===== src/rtl/chunked_serial_adder_if.sv =====
// Handshake bundle for chunked_serial_adder: operand channel in, result channel out.
// Pure wiring, no latency of its own.
// The valid/ready pairs carry the backpressure; the master drives operands and out_ready.
// With ADDER_SUB_EN defined the bundle also carries the sub select bit.
interface chunked_serial_adder_if #(
    parameter int WIDTH = 8
);
    logic             in_valid;
    logic             in_ready;
    logic [WIDTH-1:0] a;
    logic [WIDTH-1:0] b;
    logic             cin;
    logic             out_valid;
    logic             out_ready;
    logic [WIDTH-1:0] sum;
    logic             cout;
    logic             busy;
`ifdef ADDER_SUB_EN
    logic             sub;

    modport master (
        output in_valid, a, b, cin, sub, out_ready,
        input  in_ready, out_valid, sum, cout, busy
    );
    modport slave (
        input  in_valid, a, b, cin, sub, out_ready,
        output in_ready, out_valid, sum, cout, busy
    );
`else
    modport master (
        output in_valid, a, b, cin, out_ready,
        input  in_ready, out_valid, sum, cout, busy
    );
    modport slave (
        input  in_valid, a, b, cin, out_ready,
        output in_ready, out_valid, sum, cout, busy
    );
`endif
endinterface


===== src/rtl/chunked_serial_adder.sv =====
// Serial adder: one CHUNK-bit ripple slice reused WIDTH/CHUNK times, carry kept in a register.
// Latency: operands accepted at edge E, result valid from edge E+WIDTH/CHUNK; one op every NCH+2 cycles at best.
// Backpressure: result held stable in DONE until out_ready; in_ready is low for the whole op.
// Optional feature macro ADDER_SUB_EN: adds a sub input that turns the op into a - b (cout=1 means no borrow).
module chunked_serial_adder #(
    parameter int WIDTH = 8,
    parameter int CHUNK = 2
) (
    input  logic                   clk,
    input  logic                   rst_n,
    chunked_serial_adder_if.slave  adder_if
);

    localparam int NCH   = WIDTH / CHUNK;
    localparam int IDX_W = (NCH > 1) ? $clog2(NCH) : 1;

    // Reject shapes the slice schedule cannot cover exactly.
    generate
        if (WIDTH < 1 || CHUNK < 1 || CHUNK > WIDTH || (WIDTH % CHUNK) != 0) begin : g_param_err
            $error("chunked_serial_adder: WIDTH must be a positive multiple of CHUNK");
        end
    endgenerate

    typedef enum logic [1:0] {
        S_IDLE = 2'd0,
        S_RUN  = 2'd1,
        S_DONE = 2'd2
    } state_t;

    state_t             state_q, state_d;
    logic [IDX_W-1:0]   idx_q, idx_d;
    logic [WIDTH-1:0]   a_q, a_d;
    logic [WIDTH-1:0]   b_q, b_d;
    logic [WIDTH-1:0]   sum_q, sum_d;
    logic               carry_q, carry_d;
    logic               cout_q, cout_d;

    int                 slice_base;
    logic [CHUNK-1:0]   slice_a;
    logic [CHUNK-1:0]   slice_b;
    logic [CHUNK-1:0]   slice_s;
    logic               slice_c;

    // Pick the operand chunk addressed by the current slice index.
    always_comb begin
        slice_base = int'(idx_q) * CHUNK;
        slice_a    = CHUNK'(a_q >> slice_base);
        slice_b    = CHUNK'(b_q >> slice_base);
    end

    // The shared adder slice: a ripple chain of CHUNK full adders fed by the carry register.
    always_comb begin
        logic c;
        c       = carry_q;
        slice_s = '0;
        for (int i = 0; i < CHUNK; i++) begin
            slice_s[i] = slice_a[i] ^ slice_b[i] ^ c;
            c          = (slice_a[i] & slice_b[i]) | (c & (slice_a[i] ^ slice_b[i]));
        end
        slice_c = c;
    end

    // Next-state: accept in IDLE, walk the slices in RUN, hold the result in DONE.
    always_comb begin
        state_d = state_q;
        idx_d   = idx_q;
        a_d     = a_q;
        b_d     = b_q;
        sum_d   = sum_q;
        carry_d = carry_q;
        cout_d  = cout_q;
        case (state_q)
            S_IDLE: begin
                // in_ready is high in IDLE, so in_valid alone completes the handshake.
                if (adder_if.in_valid) begin
                    a_d     = adder_if.a;
`ifdef ADDER_SUB_EN
                    // Subtraction is a + ~b + 1; the caller's cin plays no part.
                    b_d     = adder_if.sub ? ~adder_if.b : adder_if.b;
                    carry_d = adder_if.sub ? 1'b1 : adder_if.cin;
`else
                    b_d     = adder_if.b;
                    carry_d = adder_if.cin;
`endif
                    idx_d   = '0;
                    state_d = S_RUN;
                end
            end
            S_RUN: begin
                sum_d[slice_base +: CHUNK] = slice_s;
                carry_d                    = slice_c;
                idx_d                      = idx_q + 1'b1;
                if (idx_q == IDX_W'(NCH - 1)) begin
                    cout_d  = slice_c;
                    idx_d   = '0;
                    state_d = S_DONE;
                end
            end
            S_DONE: begin
                if (adder_if.out_ready) begin
                    state_d = S_IDLE;
                end
            end
            default: begin
                state_d = S_IDLE;
            end
        endcase
    end

    // State and datapath registers; reset discards any op in flight.
    always_ff @(posedge clk or negedge rst_n) begin
        if (!rst_n) begin
            state_q <= S_IDLE;
            idx_q   <= '0;
            a_q     <= '0;
            b_q     <= '0;
            sum_q   <= '0;
            carry_q <= 1'b0;
            cout_q  <= 1'b0;
        end else begin
            state_q <= state_d;
            idx_q   <= idx_d;
            a_q     <= a_d;
            b_q     <= b_d;
            sum_q   <= sum_d;
            carry_q <= carry_d;
            cout_q  <= cout_d;
        end
    end

    // Handshake flags decode from state only, so no input reaches them combinationally.
    assign adder_if.in_ready  = (state_q == S_IDLE);
    assign adder_if.out_valid = (state_q == S_DONE);
    assign adder_if.busy      = (state_q != S_IDLE);
    assign adder_if.sum       = sum_q;
    assign adder_if.cout      = cout_q;

endmodule


===== src/flat_wrapper.sv =====
// flat-port wrapper written by rule: the top's interface ports become plain ports
module chunked_serial_adder_flat 
#(
    parameter int WIDTH = 8,
    parameter int CHUNK = 2
)
  (clk, rst_n, adder_if_in_valid, adder_if_a, adder_if_b, adder_if_cin, adder_if_out_ready, adder_if_in_ready, adder_if_out_valid, adder_if_sum, adder_if_cout, adder_if_busy);
  chunked_serial_adder_if #(.WIDTH(WIDTH)) adder_if_i ();
  input  logic clk;
  input  logic rst_n;
  input wire logic [$bits(adder_if_i.in_valid)-1:0] adder_if_in_valid;
  input wire logic [$bits(adder_if_i.a)-1:0] adder_if_a;
  input wire logic [$bits(adder_if_i.b)-1:0] adder_if_b;
  input wire logic [$bits(adder_if_i.cin)-1:0] adder_if_cin;
  input wire logic [$bits(adder_if_i.out_ready)-1:0] adder_if_out_ready;
  output wire logic [$bits(adder_if_i.in_ready)-1:0] adder_if_in_ready;
  output wire logic [$bits(adder_if_i.out_valid)-1:0] adder_if_out_valid;
  output wire logic [$bits(adder_if_i.sum)-1:0] adder_if_sum;
  output wire logic [$bits(adder_if_i.cout)-1:0] adder_if_cout;
  output wire logic [$bits(adder_if_i.busy)-1:0] adder_if_busy;
  assign adder_if_i.in_valid = adder_if_in_valid;
  assign adder_if_i.a = adder_if_a;
  assign adder_if_i.b = adder_if_b;
  assign adder_if_i.cin = adder_if_cin;
  assign adder_if_i.out_ready = adder_if_out_ready;
  assign adder_if_in_ready = adder_if_i.in_ready;
  assign adder_if_out_valid = adder_if_i.out_valid;
  assign adder_if_sum = adder_if_i.sum;
  assign adder_if_cout = adder_if_i.cout;
  assign adder_if_busy = adder_if_i.busy;
  chunked_serial_adder #(.WIDTH(WIDTH), .CHUNK(CHUNK)) u_core (.clk(clk), .rst_n(rst_n), .adder_if(adder_if_i));
endmodule

===== config.mk =====
export PLATFORM = sky130hd
export DESIGN_NAME = chunked_serial_adder_flat
export DESIGN_NICKNAME = d
export VERILOG_FILES = /design/src/rtl/chunked_serial_adder_if.sv /design/src/rtl/chunked_serial_adder.sv /design/src/flat_wrapper.sv
export SDC_FILE = /design/constraint.sdc
export NUM_CORES = 1
export LEC_CHECK = 0
export ABC_AREA = 1
export BUFFER_PORTS_ARGS = -buffer_cell sky130_fd_sc_hd__buf_2
export CELL_PAD_IN_SITES_DETAIL_PLACEMENT = 1
export CELL_PAD_IN_SITES_GLOBAL_PLACEMENT = 1
export CORE_MARGIN = 3
export CORE_UTILIZATION = 40
export DETAILED_ROUTE_END_ITERATION = 12
export PLACE_DENSITY = 0.87
export SETUP_SLACK_MARGIN = 0.05
export SYNTH_ARGS = -nofsm -noshare
export SYNTH_HDL_FRONTEND = slang
export SYNTH_SLANG_ARGS = --single-unit

===== constraint.sdc =====
create_clock -name clk -period 2.4 [get_ports clk]
set_input_delay 0 -clock clk [delete_from_list [all_inputs] [get_ports clk]]
set_output_delay 0 -clock clk [all_outputs]
set_load 0.005 [all_outputs]

==> results.yml, run 1 <==
worst_setup_path:
  worstPathArrival_ns: 2.37
  required_ns: 2.62
  path_common_cell: "nand2_1"
  crit_path_start_kind: "flop"
  cp_cell_sequence: "buf_6, nor2_2, nor2_1, o21ai_0, nand2_1, fa_2, fa_1, nand2_1, nor3_2, nand2_1, nand2_1"
  cp_max_fo: 4
  cp_slowest_stage_delay_ns: 0.57
  critPathCaptureType: "flop"
  crit_type: "flop to flop"
  crit_slowest_cell: "fa_1"
sta:
  clock_skew_ns: 0.006993
  rsz0062_at_grt: "false"
  tns_ns: 0
  fmax_ghz: 0.4642
  slew_violations: 0
  worstMarginPinSlew_ns: 0.6557
  relSlewSlack_pct: 56.28
  hold_viol: 0
  worst_slack_ns: 0.2456
  finalCritPeriodShare_pct: 89.77
  period_minus_slack_ns: 2.154
  setup_viol: 0
cts:
  worstSkewPairLatency_ns: 0.28
  clock_path_buffers: 2
  clock_tree.root_cell: "clkbuf_8"
  htree_levels: 2
  clkTransAtPathRegs_ns: 0.06
  cts_tree: "done"
  numCtsBuffers: 5
  cts_sinks: 30
synthesis:
  synth_top_area_share_pct: 46.55
  synth_edf_count: 0
  ys_seq_area_share_pct: 46.55
  syn_area_sq_um: 1613
  synth_area_leader_cell: "dfrtp_1"
  yosysMostFrequentCell: "nand2_1"
  synth_ff_type: "dfrtp_1"
  synth-seq-cells: 30
  synthTopCellsByCount: "nand2_1, dfrtp_1, nand3_1, inv_1, nor2_1"
  ys_warn_count: 0
  synth_cell_types: 21
  syn_nets: 225
  synth_cells: 196
  synthTopCellsByArea: "dfrtp_1, nand2_1, nand3_1"
  syn_area_per_cell_sq_um: 8.229
  async_flop_share_pct: 100.0
routing:
  vias: 1435
  first_iter_violations: 75
  post_drt_wl_per_cell_um: 13.67
  drt_first_pass_iters: 4
  viasPerCell: 4.815
  drt-total-wl_mm: 4.073
  ant_nets: 0
  drcViolationCount: 0
global_route:
  antenna_found_initial: 0
  track_usage_pct: 18.37
  grt_pass1_vias: 1462
  grt_start_max_net_pins: 31
  grt_overflow: 0
  grt_pass1_wl_mm: 6.879
die:
  core.rowCount: 22
  io_pins: 33
  initial_core_util_pct: 42.77
  die_area_sq_um: 4830
  die_w_um: 69.50
  chipHeight_um: 69.50
  core_sq_um: 3771
final_layout:
  fin_util_pct: 54.48
  layout.nets: 279
  finalInstanceArea_sq_um: 2054
  syn_to_final_growth_pct: 27.39
  insertedDiodeCount: 0
  drive_above_1_share_pct: 21.20
placed_design:
  place_congestion: 0.8254
  dp.final_hpwl_mm: 2.577
  dp_slack_ns: 0.1214
  port_buffers: 32
  post_dp_cell_area_sq_um: 1764
pwr:
  powerDensity_nw_per_um2: 1284
  finalPower_mw: 2.637
  leakage_nw: 1.134
  max-vdd-ir-drop_v: 0.0004966
min_path:
  hp-class: "input pin to flop"
run:
  maxCapViolCount: 0
outcome:
  status: "finished, final reports clean"
## flip-flops by register name, indices dropped and copies added, names as in the netlist
name                  flops
u_core.a_q                8
u_core.adder_if.sum       8
u_core.b_q                8
u_core.idx_q              2
u_core.state_q            2
u_core.adder_if.cout      1
u_core.carry_q            1
## logic make-up (layout without fill, tap and decap cells)
| family | count (synthesis) | in the layout | share of synthesized area, % |
|---|---|---|---|
| compound gates | 14 | 14 | 5.120 |
| fa+ha+maj | 8 | 8 | 7.137 |
| buf+inv | 26 | 80 | 9.852 |
| flops | 30 | 30 | 46.55 |
| simple gates | 118 | 118 | 31.34 |
## worst max-delay path: cells and delay by family, from the launching register on
kind / cells / cell delay (ns)
fa+ha+maj: 2 / 0.94
buf+inv: 1 / 0.14
flops: 1 / 0.40
compound gates: 1 / 0.07
simple gates: 7 / 0.56
## cells in the final DEF (no fill, tap or decap)
master / netlist / layout
fa_1: 2 / 1
nor3_1: 2 / 1
buf_6: 3 / 1
inv_2: 0 / 1
fa_2: 0 / 1
nand4_1: 1 / 1
o31ai_1: 1 / 1
dfrtp_2: 0 / 1
o21ai_0: 8 / 8
nand2_1: 75 / 75
clkinv_2: 0 / 1
clkbuf_8: 2 / 5
nand3_1: 23 / 23
inv_1: 17 / 16
buf_2: 2 / 32
o21ai_1: 1 / 1
nor2_2: 0 / 2
nor3_2: 0 / 1
nand2_4: 1 / 1
o211ai_1: 4 / 4
clkbuf_1: 0 / 2
ha_1: 6 / 6
nand3_2: 1 / 1
buf_4: 0 / 4
nor2_4: 2 / 2
nor2_1: 13 / 11
dfrtp_1: 30 / 29
dlygate4sd3_1: 0 / 18
## per-stage QoR
step | hold slack [ns] | cells
final | 0.01135 | 298
after global routing | 0.02862 | 298
after CTS | 0.002574 | 296
after detailed placement | 0.07507 | 271
after global placement | 0.06977 | 271
after floorplan | -0.2956 | 196
## final cells by class
| cell class | count | area, sq um |
|---|---|---|
| fillers | 479 | 1717 |
| flip-flops and latches | 30 | 752.0 |
| repair buffers | 55 | 381.6 |
| inverters | 18 | 68.82 |
| well taps | 48 | 60.06 |
| clock buffers | 7 | 76.32 |
| multi-input cells | 140 | 715.7 |
## metal layers
layer	up-vias	routed length [um]	GRT usage [%]
met1	662	1705	21.07
met4	0	84	6.291
met2	37	2083	32.10
met5	-	0	0
met3	12	200	5.797
li1	724	-	-
## report_power, final
part           total (mW)  internal (mW)  switching [mW]
logic                1.37          0.540           0.832
registers           0.887          0.730           0.158
clock network       0.377          0.199           0.178
total                2.64           1.47            1.17
## path summary, 6_finish.rpt
path	cells after the start	slack, ns	startpoint	end
max in group asynchronous	2	1.65	rst_n	u_core.idx_q[1]
min reg2reg	2	0.47	u_core.adder_if.cout	u_core.adder_if.cout
min in group asynchronous	2	0.28	rst_n	u_core.adder_if.sum[7]
min	3	0.01	adder_if_a[6]	u_core.a_q[6]
max	11	0.25	u_core.idx_q[0]	u_core.adder_if.sum[1]
max reg2reg	11	0.25	u_core.idx_q[0]	u_core.adder_if.sum[1]
## what timing repair did
| item | in CTS | in global routing |
|---|---|---|
| hold endpoints to repair | 47 | 0 |
| endpoints found under the setup margin | 1 | 3 |
| buffers inserted | 0 | 2 |
| pin swaps | 0 | 4 |
| hold buffers | 18 | 0 |
| gates resized for setup | 1 | 7 |
(Power assumes the default switching activity.)
==> inputs of run 2 (changes only) <==
--- a/config.mk
+++ b/config.mk
@@ -6,13 +6,13 @@
 export NUM_CORES = 1
 export LEC_CHECK = 0
 export ABC_AREA = 1
-export BUFFER_PORTS_ARGS = -buffer_cell sky130_fd_sc_hd__buf_2
 export CELL_PAD_IN_SITES_DETAIL_PLACEMENT = 1
 export CELL_PAD_IN_SITES_GLOBAL_PLACEMENT = 1
 export CORE_MARGIN = 3
-export CORE_UTILIZATION = 40
+export CORE_UTILIZATION = 45
 export DETAILED_ROUTE_END_ITERATION = 12
-export PLACE_DENSITY = 0.87
+export DONT_BUFFER_PORTS = 1
+export PLACE_DENSITY = 0.85
 export SETUP_SLACK_MARGIN = 0.05
 export SYNTH_ARGS = -nofsm -noshare
 export SYNTH_HDL_FRONTEND = slang
==> run 2 against run 1 <==
Compared with the run above:
- sequential share of layout area is 3.5 points lower
- combinational power is 43% higher
- the flow now finishes with violations (negative setup slack)
- cell area is 11% higher
- global-route usage is 11 points higher
- core utilization is 13 points higher
- power is 25% higher
- clock power is 8.5% lower
==> results.yml, run 2 (synthesis gave the netlist of run 1 again) <==
outcome:
  status: "complete, but fails checks"
  violations: "negative setup slack"
sta:
  fmax_ghz: 0.4094
  rsz0062_at_grt: "true"
  finalCritPeriodShare_pct: 101.8
  setup_viol: 1
  clock_skew_ns: 0.009333
  relSlewSlack_pct: 67.39
  worst_slack_ns: -0.04286
  tns_ns: -0.04286
  worstMarginPinSlew_ns: 0.4840
  hold_viol: 0
  slew_violations: 0
  period_minus_slack_ns: 2.443
routing:
  viasPerCell: 5.731
  first_iter_violations: 135
  drcViolationCount: 0
  drt_first_pass_iters: 4
  drt-total-wl_mm: 7.394
  post_drt_wl_per_cell_um: 24.24
  ant_nets: 0
  vias: 1748
global_route:
  grt_pass1_vias: 1877
  grt_util_met3_pct: 5.952
  antenna_found_initial: 0
  use_met2_pct: 55.57
  gr-usage-met1_pct: 32.11
  grt_pass1_wl_mm: 9.315
  track_usage_pct: 29.86
  grt.busiest_layer: "met2"
  grt_start_max_net_pins: 31
  grt_overflow: 0
worst_setup_path:
  crit_buf_inv: 2
  cp_top_family: "adder cells"
  cp_max_fo: 12
  path_common_cell: "nand2_1"
  reg2reg_depth: 11
  critPathCaptureType: "flop"
  crit_slowest_cell: "fa_2"
  cp_slowest_stage_delay_ns: 0.58
  cp_cell_sequence: "clkinv_4, buf_4, nand2_1, o211ai_1, nand2_1, fa_2, fa_2, nand2_1, nor3_2, nand2_1, nand2_1"
  reg2reg_slack_ns: -0.04
  crit_path_start_kind: "flop"
  worst-path-stages: 11
  reg2reg_to: "u_core.adder_if.sum[1]"
  crit_type: "flop to flop"
  r2r_start: "u_core.idx_q[0]"
  worstPathArrival_ns: 2.72
  required_ns: 2.68
final_layout:
  drive_above_1_share_pct: 10.81
  layout.nets: 287
  layout_common_cells: "nand2_1, dlygate4sd3_1, dfrtp_1"
  stdcell_count: 305
  layout_commonest_cell: "nand2_1"
  syn_to_final_growth_pct: 41.51
  insertedDiodeCount: 0
placed_design:
  port_buffers: 0
  dp.final_hpwl_mm: 2.839
  dp.cells: 237
  place_congestion: 0.8531
die:
  initial_core_util_pct: 47.58
  chipHeight_um: 65.87
  die_area_sq_um: 4338
  die_w_um: 65.87
  core_sq_um: 3390
  io_pins: 33
  core.rowCount: 21
min_path:
  hp-class: "input pin to asynchronous set/reset pin"
run:
  maxCapViolCount: 0
cts:
  htree_levels: 2
  clock_path_buffers: 2
  worstSkewPairLatency_ns: 0.34
  clock_tree.root_cell: "clkbuf_4"
  clkTransAtPathRegs_ns: 0.11
  cts_tree: "done"
  numCtsBuffers: 5
  cts_sinks: 30
pwr:
  max-vdd-ir-drop_v: 0.0005806
  leakage_nw: 1.129
  powerDensity_nw_per_um2: 1450
-- run 2: cell types whose count changed in the layout (fill, tap and decap cells not counted), moves of 4 or more --
| cell | change |
|---|---|
| dlygate4sd3_1 | +36 |
| buf_2 | -32 |
| clkbuf_4 | +5 |
| clkbuf_8 | -4 |
-- run 2: power by group --
group,switching [mW],total (mW),internal [mW]
registers,0.274,1.00,0.730
clock network,0.203,0.345,0.142
logic,1.17,1.96,0.786
total,1.65,3.31,1.66
-- run 2: repair_timing --
action	in CTS	in global routing
pin swaps	0	3
gates resized for setup	2	12
hold buffers	54	1
buffers inserted	0	3
endpoints found under the setup margin	3	20
cloned	0	2
hold endpoints to repair	49	1
-- run 2: routing by layer --
| metal | part of all wire [%] | wire length [um] | vias to the layer above |
|---|---|---|---|
| met1 | 37 | 2723 | 854 |
| met5 | 0 | 0 | - |
| li1 | - | - | 741 |
| met2 | 51 | 3764 | 122 |
| met4 | 4.1 | 304 | 0 |
| met3 | 8.1 | 601 | 31 |
-- run 2: area by class of cell --
cell class | instances | area [sq um]
clock inverter | 1 | 5.005
inverter | 18 | 73.82
clock buffer | 7 | 55.05
multi-input combinational | 142 | 730.7
timing repair buffer | 61 | 605.6
sequential | 30 | 754.5
tap | 46 | 57.56
fill | 396 | 1107
-- run 2: how the worst max path moves through the flow --
stage,startpoint,endpoint,slack [ns]
6_report,u_core.idx_q[0],u_core.adder_if.sum[1],-0.04
5_1_grt,u_core.idx_q[0],u_core.adder_if.sum[1],-0.13
4_1_cts,u_core.state_q[0],u_core.b_q[6],0.08
3_5_place_dp,u_core.idx_q[0],u_core.adder_if.sum[1],0.01
3_3_place_gp,u_core.idx_q[0],u_core.adder_if.sum[1],0.17
2_1_floorplan,u_core.idx_q[0],u_core.adder_if.sum[1],0.25
-- run 2: through the flow --
stage / power, mW / hold slack, ns / setup WS [ns] / area, sq um / utilization, %
2_1_floorplan: 1.871 / -0.2956 / 0.2455 / 1613 / -
3_3_place_gp: 2.024 / -0.2944 / 0.1727 / 1602 / 47.25
3_5_place_dp: 2.129 / -0.2945 / 0.01416 / 1602 / 47.25
4_1_cts: 2.776 / 0.002300 / 0.07861 / 2213 / 65.30
5_1_grt: 3.493 / 0.09823 / -0.1336 / 2282 / 67.33
6_report: 3.309 / 0.09253 / -0.04286 / 2282 / 67.33
-- run 2: worst register-to-register path: cells and delay by family (launching register included) --
family	cells	cell delay, ns
fa+ha+maj	2	0.95
flops	1	0.50
simple gates	6	0.60
compound gates	1	0.10
buf+inv	2	0.24
==> inputs of run 3 (changes only) <==
--- a/config.mk
+++ b/config.mk
@@ -9,10 +9,11 @@
 export CELL_PAD_IN_SITES_DETAIL_PLACEMENT = 1
 export CELL_PAD_IN_SITES_GLOBAL_PLACEMENT = 1
 export CORE_MARGIN = 3
-export CORE_UTILIZATION = 45
+export CORE_UTILIZATION = 43
 export DETAILED_ROUTE_END_ITERATION = 12
 export DONT_BUFFER_PORTS = 1
-export PLACE_DENSITY = 0.85
+export MAX_ROUTING_LAYER = met4
+export PLACE_DENSITY = 0.82
 export SETUP_SLACK_MARGIN = 0.05
 export SYNTH_ARGS = -nofsm -noshare
 export SYNTH_HDL_FRONTEND = slang
==> run 3 against run 2 <==
Compared with the run above:
- the flow still finishes with violations (negative setup slack)
- final cell count is 0.98% lower
- combinational power is 2% higher
- wire length is 2.2% higher
- core utilization is 0.99 points lower
- sequential power hardly changed
- worst hold slack better by 0.034 ns
==> results.yml, run 3 (synthesis gave the netlist of run 1 again) <==
outcome:
  status: "complete, but fails checks"
  violations: "negative setup slack"
worst_setup_path:
  reg2reg_to: "u_core.adder_if.sum[1]"
  critPathCaptureType: "flop"
  required_ns: 2.62
  r2r_start: "u_core.idx_q[0]"
  crit_type: "flop to flop"
  cp_max_fo: 5
  crit_path_start_kind: "flop"
  reg2reg_slack_ns: -0.09
  reg2reg_depth: 9
  worstPathArrival_ns: 2.71
sta:
  fmax_ghz: 0.4022
  worstMarginPinSlew_ns: 0.4685
  setup_viol: 2
  worst_slack_ns: -0.08652
  period_minus_slack_ns: 2.487
  relSlewSlack_pct: 68.44
  slew_violations: 0
  clock_skew_ns: 0.009951
  rsz0062_at_grt: "true"
  hold_viol: 0
  finalCritPeriodShare_pct: 103.6
min_path:
  min_to: "u_core.idx_q[0]"
  hp-class: "input pin to flop"
  holdPathStages: 3
  hold_start: "adder_if_in_valid"
cts:
  cts_tree: "done"
  numCtsBuffers: 5
  clock_tree.root_cell: "clkbuf_8"
  worstSkewPairLatency_ns: 0.29
  clkTransAtPathRegs_ns: 0.07
  cts_sinks: 30
  clock_path_buffers: 2
  htree_levels: 2
die:
  core.rowCount: 21
  die_area_sq_um: 4521
  die_w_um: 67.24
  chipHeight_um: 67.24
  initial_core_util_pct: 46.50
  core_sq_um: 3468
  io_pins: 33
final_layout:
  drive_above_1_share_pct: 12.94
  multi_input_area_sq_um: 745.7
  layout_common_cells: "nand2_1, dlygate4sd3_1, dfrtp_1"
  seqCellArea_sq_um: 754.5
  layout_commonest_cell: "nand2_1"
  syn_to_final_growth_pct: 42.67
  nFillCells: 405
  fin_util_pct: 66.34
  layout.nets: 285
global_route:
  track_usage_pct: 30.46
  antenna_found_initial: 1
  grt_overflow: 0
  grt_start_max_net_pins: 31
  grt_pass1_vias: 1797
  grt_pass1_wl_mm: 9.349
placed_design:
  dp_slack_ns: 0.06237
  port_buffers: 0
  dp.final_hpwl_mm: 2.707
  place_congestion: 0.8667
routing:
  post_drt_wl_per_cell_um: 25.03
  drt-total-wl_mm: 7.559
  ant_nets: 0
  first_iter_violations: 160
  vias: 1758
  drt_first_pass_iters: 4
  viasPerCell: 5.821
  drcViolationCount: 0
run:
  maxCapViolCount: 0
pwr:
  powerDensity_nw_per_um2: 1485
  max-vdd-ir-drop_v: 0.0006125
  leakage_nw: 1.128
  finalPower_mw: 3.416
-- run 3: cell count changes in the layout (fill, tap and decap cells not counted), sizes merged --
cell,delta
inv,+1
buf,+2
clkinv,-3
dlygate4sd3,-6
dlymetal6s4s,+1
clkinvlp,+2
clkbuf,-1
diode,+1
-- run 3: layout make-up --
cell class / count / share of cell area, %
Antenna cell: 1 / 0.1088
Inverter: 18 / 3.208
Timing Repair Buffer: 58 / 25.07
Clock buffer: 6 / 3.589
Timing Repair inverter: 1 / 0.3263
Tap cell: 46 / 2.501
Multi-Input combinational cell: 142 / 32.41
Sequential cell: 30 / 32.79
-- run 3: through the flow --
stage / setup TNS (ns) / instance area (sq um) / hold WS, ns / instances
global placement: 0 / 1602 / -0.2947 / 237
finish: -0.1327 / 2301 / 0.1267 / 302
detailed placement: 0 / 1602 / -0.2948 / 237
CTS: 0 / 2196 / 0.06138 / 293
floorplan: 0 / 1613 / -0.2956 / 196
global route: -0.3170 / 2301 / 0.1341 / 302
-- run 3: what timing repair did --
action,CTS,global route
setup endpoints to repair,1,19
cloned,0,3
gates resized for setup,1,18
pin swaps,0,5
hold buffers,50,0
setup buffers,0,5
endpoints found under the hold margin,49,0
-- run 3: worst max-delay path by stage --
stage	slack, ns	startpoint	endpoint	depth (start not counted)
floorplan	0.25	u_core.idx_q[0]	u_core.adder_if.sum[1]	10
global placement	0.16	u_core.idx_q[1]	u_core.adder_if.sum[1]	9
detailed placement	0.06	u_core.idx_q[1]	u_core.adder_if.sum[1]	9
CTS	0.11	u_core.state_q[0]	u_core.a_q[0]	5
global route	-0.13	u_core.idx_q[0]	u_core.adder_if.sum[1]	11
finish	-0.09	u_core.idx_q[0]	u_core.adder_if.sum[1]	9
-- run 3: critical path, cell delays in order (launching register included) --
cell and delay, ns:
dfrtp_2 0.45, clkinvlp_4 0.17, o211ai_1 0.29, nand2_1 0.14, fa_2 0.39, fa_2 0.60, nand2_2 0.07, nor3_2 0.11
nand2_1 0.10, nand2_1 0.08
-- run 3: routing by layer --
layer | up-vias | track usage [%] | part of all wire, %
met3 | 43 | 6.988 | 5.9
met4 | 0 | 14.18 | 6.2
met5 | - | - | 0
li1 | 735 | - | -
met1 | 879 | 32.84 | 36
met2 | 101 | 52.88 | 52
-- run 3: report_power, final --
part	switching [mW]	internal [mW]
sequential	0.260	0.733
combinational	1.21	0.791
clock	0.199	0.221
total	1.67	1.74
